<file path="src/rtl/cabac_ctx_init.sv">
// cabac_ctx_init
//   At slice start, sweeps all 64 entries of the context-init ROM, converts each
//   packed {m, n} word into an HEVC context state for the current slice QP and
//   writes {valMps, pStateIdx} into the context state RAM.
//
// Ports
//   clk, rst      : clock, synchronous active-high reset
//   start_i       : one-cycle request, honoured only when idle
//   slice_qp_i    : SliceQpY, captured (clamped to 51) when start_i is accepted
//   rom_en_o/addr : ROM read port (1-cycle latency); rom_data_i returns the word
//   ctx_we_o/addr/data : context RAM write port, addresses 0..63 in order
//   busy_o        : sweep in progress
//   done_o        : one-cycle pulse after the last write
module cabac_ctx_init #(
  parameter int ROM_AW = 6,
  parameter int WORD_W = 16,
  parameter int CTX_W  = 7
) (
  input  logic              clk,
  input  logic              rst,
  input  logic              start_i,
  input  logic [5:0]        slice_qp_i,
  output logic              rom_en_o,
  output logic [ROM_AW-1:0] rom_addr_o,
  input  logic [WORD_W-1:0] rom_data_i,
  output logic              ctx_we_o,
  output logic [ROM_AW-1:0] ctx_addr_o,
  output logic [CTX_W-1:0]  ctx_data_o,
  output logic              busy_o,
  output logic              done_o
);

  typedef enum logic [1:0] {S_IDLE, S_RUN, S_DRAIN, S_DONE} state_t;

  state_t            r_state, w_state_nxt;
  logic              r_rom_en;
  logic [ROM_AW-1:0] r_rom_addr;
  logic              r_busy, r_done;
  logic [5:0]        r_qpc;

  // [0]: rom_data_i valid, [1]: prod/n registered, [2]: ctx write
  logic [2:0]        r_vld_pipe;
  logic [ROM_AW-1:0] r_addr0, r_addr1, r_ctx_addr;
  logic signed [14:0] r_prod;
  logic [7:0]        r_n;
  logic [CTX_W-1:0]  r_ctx_data;

  logic signed [14:0] w_prod;
  logic signed [14:0] w_sh;
  logic signed [15:0] w_sum;
  logic [6:0]         w_pre;
  logic [CTX_W-1:0]   w_ctx;

  // ---------------- FSM next state ----------------
  always_comb begin
    w_state_nxt = r_state;
    case (r_state)
      S_IDLE:  if (start_i) w_state_nxt = S_RUN;
      S_RUN:   if (r_rom_addr == '1) w_state_nxt = S_DRAIN;
      // leave once the write for the last address is on the bus
      S_DRAIN: if (r_vld_pipe[2] && r_ctx_addr == '1) w_state_nxt = S_DONE;
      S_DONE:  w_state_nxt = S_IDLE;
      default: w_state_nxt = S_IDLE;
    endcase
  end

  always_ff @(posedge clk) begin
    if (rst) r_state <= S_IDLE;
    else     r_state <= w_state_nxt;
  end

  // ---------------- datapath ----------------
  // Stage 1: m (signed) * qpc (0..51) fits comfortably in 15 signed bits.
  always_comb begin
    w_prod = $signed({{7{rom_data_i[15]}}, rom_data_i[15:8]}) * $signed({9'd0, r_qpc});
  end

  // Stage 2: floor shift, add offset, clip to 1..126, map to context state.
  always_comb begin
    w_sh  = r_prod >>> 4;
    w_sum = $signed({w_sh[14], w_sh}) + $signed({8'd0, r_n});
    if (w_sum < 16'sd1)        w_pre = 7'd1;
    else if (w_sum > 16'sd126) w_pre = 7'd126;
    else                       w_pre = w_sum[6:0];
    // pre>63 <=> pre[6]; then pre-64 = pre[5:0], otherwise 63-pre = ~pre[5:0]
    w_ctx = {w_pre[6], (w_pre[6] ? w_pre[5:0] : ~w_pre[5:0])};
  end

  // ---------------- registers ----------------
  always_ff @(posedge clk) begin
    if (rst) begin
      r_rom_en   <= 1'b0;
      r_rom_addr <= '0;
      r_busy     <= 1'b0;
      r_done     <= 1'b0;
      r_qpc      <= '0;
      r_vld_pipe <= '0;
      r_addr0    <= '0;
      r_addr1    <= '0;
      r_ctx_addr <= '0;
      r_prod     <= '0;
      r_n        <= '0;
      r_ctx_data <= '0;
    end else begin
      // control outputs are registered from the next state
      r_rom_en   <= (w_state_nxt == S_RUN);
      r_busy     <= (w_state_nxt == S_RUN) || (w_state_nxt == S_DRAIN);
      r_done     <= (w_state_nxt == S_DONE);
      r_rom_addr <= (r_state == S_RUN) ? r_rom_addr + 1'b1 : '0;
      if (r_state == S_IDLE && start_i)
        r_qpc <= (slice_qp_i > 6'd51) ? 6'd51 : slice_qp_i;

      r_vld_pipe <= {r_vld_pipe[1:0], r_rom_en};
      r_addr0    <= r_rom_addr;
      // rom_data_i is garbage unless a read was issued last cycle
      if (r_vld_pipe[0]) begin
        r_prod  <= w_prod;
        r_n     <= rom_data_i[7:0];
        r_addr1 <= r_addr0;
      end
      if (r_vld_pipe[1]) begin
        r_ctx_data <= w_ctx;
        r_ctx_addr <= r_addr1;
      end
    end
  end

  assign rom_en_o   = r_rom_en;
  assign rom_addr_o = r_rom_addr;
  assign ctx_we_o   = r_vld_pipe[2];
  assign ctx_addr_o = r_ctx_addr;
  assign ctx_data_o = r_ctx_data;
  assign busy_o     = r_busy;
  assign done_o     = r_done;

endmodule

</file>
<file path="config.mk">
export PLATFORM = sky130hd
export DESIGN_NAME = cabac_ctx_init
export DESIGN_NICKNAME = d
export VERILOG_FILES = /design/src/rtl/cabac_ctx_init.sv
export SDC_FILE = /design/constraint.sdc
export NUM_CORES = 1
export LEC_CHECK = 0
export ABC_AREA = 1
export CAP_MARGIN = 0
export CORE_AREA = 2 2 117 119
export CTS_CLUSTER_DIAMETER = 120
export DETAILED_ROUTE_END_ITERATION = 8
export DIE_AREA = 0 0 119 121
export PLACE_DENSITY_LB_ADDON = 0.08
export SLEW_MARGIN = 5
export SYNTH_ARGS = -nofsm -noshare
export SYNTH_HDL_FRONTEND = slang
export SYNTH_SLANG_ARGS = --single-unit
</file>
<file path="constraint.sdc">
create_clock -name clk -period 5.7 [get_ports clk]
set_input_delay 1.71 -clock clk [delete_from_list [all_inputs] [get_ports clk]]
set_output_delay 1.71 -clock clk [all_outputs]
set_load 0.01 [all_outputs]
</file>
==> impl_metrics.env <==
export IMPL_status="finished, final reports clean"
export IMPL_syn_mean_instance_area_um2=7.05
export IMPL_cp_cell_sequence="clkdlybuf4s50_1, nand2_1, inv_1, fa_1, fa_1, fa_1, inv_1, fa_1, inv_1, ha_4, a21oi_2, buf_4, o21ai_0, a221oi_1, nand2_1, xor2_1, a21oi_1"
export IMPL_io_pins=48
export IMPL_power_density_mw_per_mm2=260
export IMPL_ys_flop_type="dfxtp_1"
export IMPL_h_tree_depth=3
export IMPL_groute_usage_overall_pct=16.9
export IMPL_synthDistinctLibCells=40
export IMPL_slowest_stage="fa_1"
export IMPL_route_met2_wl_um=5440
export IMPL_p_leak_nw=3.45
export IMPL_wl_per_cell_um=11.8
export IMPL_slew_headroom_pct=32.5
export IMPL_place_congestion=0.884
export IMPL_ys_warn_count=0
export IMPL_via_per_inst=4.62
export IMPL_cts_buffers=9
export IMPL_synth_most_common_cell="inv_1"
export IMPL_cts_sinks=64
export IMPL_arrival_ps=5670
export IMPL_wl_met3_um=301
export IMPL_synth_top_area_share_pct=24.9
export IMPL_synth_compound_area_share_pct=11.4
export IMPL_setup_worst_path_end_class="flop"
export IMPL_place_ws_ps=-374
export IMPL_finalCriticalPeriod_ps=5500
export IMPL_placed_cells=974
export IMPL_post_route_cells_drive_above_1_share_pct=11.2
export IMPL_synth_top_family_by_area="simple AND/OR/NAND/NOR gates"
export IMPL_vias=4581
export IMPL_diodes=0
export IMPL_holdWs_ps=420
export IMPL_place_hpwl_um=9360
export IMPL_antenna_found_initial=0
export IMPL_cts_tree="built"
export IMPL_die_w_um=119
export IMPL_rr_endpoint="r_prod[13]"
export IMPL_drt_total_wl_um=11700
export IMPL_holdCritPathClass="flop to flop"
export IMPL_clk_latency_ps=330
export IMPL_critPathMaxStageDelay_ps=550
export IMPL_synthAdderAreaFrac_pct=23.1
export IMPL_worst_r2r_cell_count=17
export IMPL_fin_cells=991
export IMPL_crit_family="adder cells"
export IMPL_grt_ovfl_total=0
export IMPL_syn_nets=830
export IMPL_synth_edf_count=0
export IMPL_path_class="primary input to flop"
export IMPL_cts_buffer_depth=2
export IMPL_synthCells=731
export IMPL_grt_max_degree=38
export IMPL_critPathRequiredTime_ps=5880
export IMPL_fin_util_pct=49.3
export IMPL_crit_top_cell="fa_1"
export IMPL_top_layer="met4"
export IMPL_finalNetCount=909
export IMPL_hold_start="rom_en_o"
export IMPL_grt_pass1_wl_um=20000
export IMPL_fillers=1297
export IMPL_drtPass1Iterations=4
export IMPL_hold_viol_final=0
export IMPL_start_util_pct=39.4
export IMPL_peakVddDrop_v=0.000136
export IMPL_dieHeight_um=121
export IMPL_io_buffers=47
export IMPL_setup_viol=0
export IMPL_die_area_mm2=0.0144
export IMPL_period_share_pct=96.4
export IMPL_area_growth_pct=25.1
export IMPL_worstReg2RegStart="r_qpc[2]"
export IMPL_ys_seq_elements=64
export IMPL_synth_common_cells="161 x inv_1, 134 x nand2_1, 96 x nor2_1, 64 x dfxtp_1, 46 x o21ai_0"
export IMPL_worst_hold_path_endpoint="r_vld_pipe[0]"
export IMPL_cp_start_kind="primary input"
export IMPL_syn_area_mm2=0.00515
export IMPL_reg2reg_slack_ps=1280
export IMPL_hold_depth=2
export IMPL_tightest_slew_ps=1010
export IMPL_synth_area_leaders="dfxtp_1 25%, fa_1 14%, inv_1 12%"
export IMPL_crit_fanout=4
export IMPL_synth_mux_area_share_pct=0
export IMPL_finalPower_mw=1.67
export IMPL_fp_coreArea_mm2=0.0131
export IMPL_grt_pass1_vias=4440
export IMPL_clock_fmax_mhz=182
export IMPL_drv_slew=0
export IMPL_synth_area_leader_cell="dfxtp_1"
export IMPL_synth_simple_area_share_pct=24.8
export IMPL_clkTransAtPathRegs_ps=50
export IMPL_drt_initial_drc_count=224
export IMPL_fin_skew_ps=8.76
export IMPL_rows=42
export IMPL_worst_slack_ps=204
export IMPL_ys_async_sr_fraction_pct=0
export IMPL_met1Wirelength_um=5770
export IMPL_drcViolationCount=0
export IMPL_ys_seq_area_share_pct=24.9
export IMPL_antenna_left=0
export IMPL_crit_buf_inv=5
export IMPL_maxCapViolations=0
export IMPL_synth_xor_area_share_pct=2.38
export IMPL_cts_root_buf="clkbuf_16"
==> flip-flops by register name, indices dropped and copies added, names as in the netlist <==
register,count
rom_en_o,1
ctx_data_o,7
done_o,1
r_n,8
r_addr0,6
r_prod,11
ctx_addr_o,6
r_vld_pipe,3
busy_o,1
r_addr1,6
rom_addr_o,6
r_qpc,6
r_state,2
==> worst max path at each step <==
stage	end	startpoint	depth (start not counted)
floorplan	r_prod[14]	rom_data_i[15]	14
global placement	r_prod[13]	rom_data_i[15]	18
detailed placement	r_prod[13]	rom_data_i[15]	18
CTS	r_prod[13]	rom_data_i[15]	18
global route	r_prod[13]	rom_data_i[12]	19
finish	r_prod[14]	rom_data_i[12]	17
==> layout make-up <==
| type | count | area, µm² | area share [%] |
|---|---|---|---|
| tap | 176 | 220 | 3.41 |
| clock buffer | 11 | 233 | 3.61 |
| clock inverter | 5 | 81.3 | 1.26 |
| inverter | 162 | 608 | 9.43 |
| timing repair buffer | 87 | 781 | 12.1 |
| multi-input combinational | 486 | 3240 | 50.3 |
| sequential | 64 | 1280 | 19.9 |
==> logic make-up (layout without fill, tap and decap cells) <==
logic type	count (synthesis)	in the layout
compound gates	100	100
xor+xnor	14	14
fa+ha+maj	74	74
buf+inv	181	265
flops	64	64
simple gates	298	298
==> worst register-to-register path, stage by stage, from the launching register on <==
cell      delay (ps)
dfxtp_1          550
nand2_1          210
fa_2             680
fa_1             460
fa_1             540
inv_1             50
fa_1             470
ha_1             360
nand2_1           90
nand2_1           70
a31oi_1          140
o21ai_0          110
a21oi_1          180
a21oi_1           90
nor2_1            80
nand2_1           70
o211ai_1          80
inv_1             70
==> report_power, final <==
group	switching [mW]	internal, mW
Sequential	0.0281	0.472
Combinational	0.322	0.274
Clock	0.196	0.383
Total	0.546	1.13
==> cell usage in the layout, fill, tap and decap left out, types with 3 or more instances in the layout <==
cell type,instances
xor2_1,12
nand3_1,36
o211ai_1,8
a21oi_2,8
nand2_1,134
dlymetal6s2s_1,4
inv_1,161
a21oi_1,24
clkdlybuf4s50_1,43
o21ai_0,45
buf_4,40
dfxtp_1,64
a21o_1,4
nor2_2,4
nand2_2,9
ha_1,35
fa_1,34
a31oi_1,3
nand4_1,7
nor2_1,95
clkbuf_16,9
==> per-stage QoR <==
stage	setup TNS, ps	area, µm²
final	0	6450
after global routing	-17.0	6450
after CTS	0	6370
after detailed placement	-2110	6050
after global placement	-1480	6050
after floorplan	0	5150
==> what timing repair did <==
action | 4_1_cts | 5_1_grt
endpoints found under the setup margin | 2 | 9
hold buffers | 0 | 0
pin swaps | 0 | 6
buffers inserted | 0 | 1
gates resized for setup | 2 | 17
==> layer usage <==
layer  vias to the layer above  GRT usage [%]
met5                         -              0
met4                         0           4.99
met3                        15           2.87
met2                        69           28.4
met1                      2087           22.3
li1                       2410              -
Power figures use the tool's default switching activity.
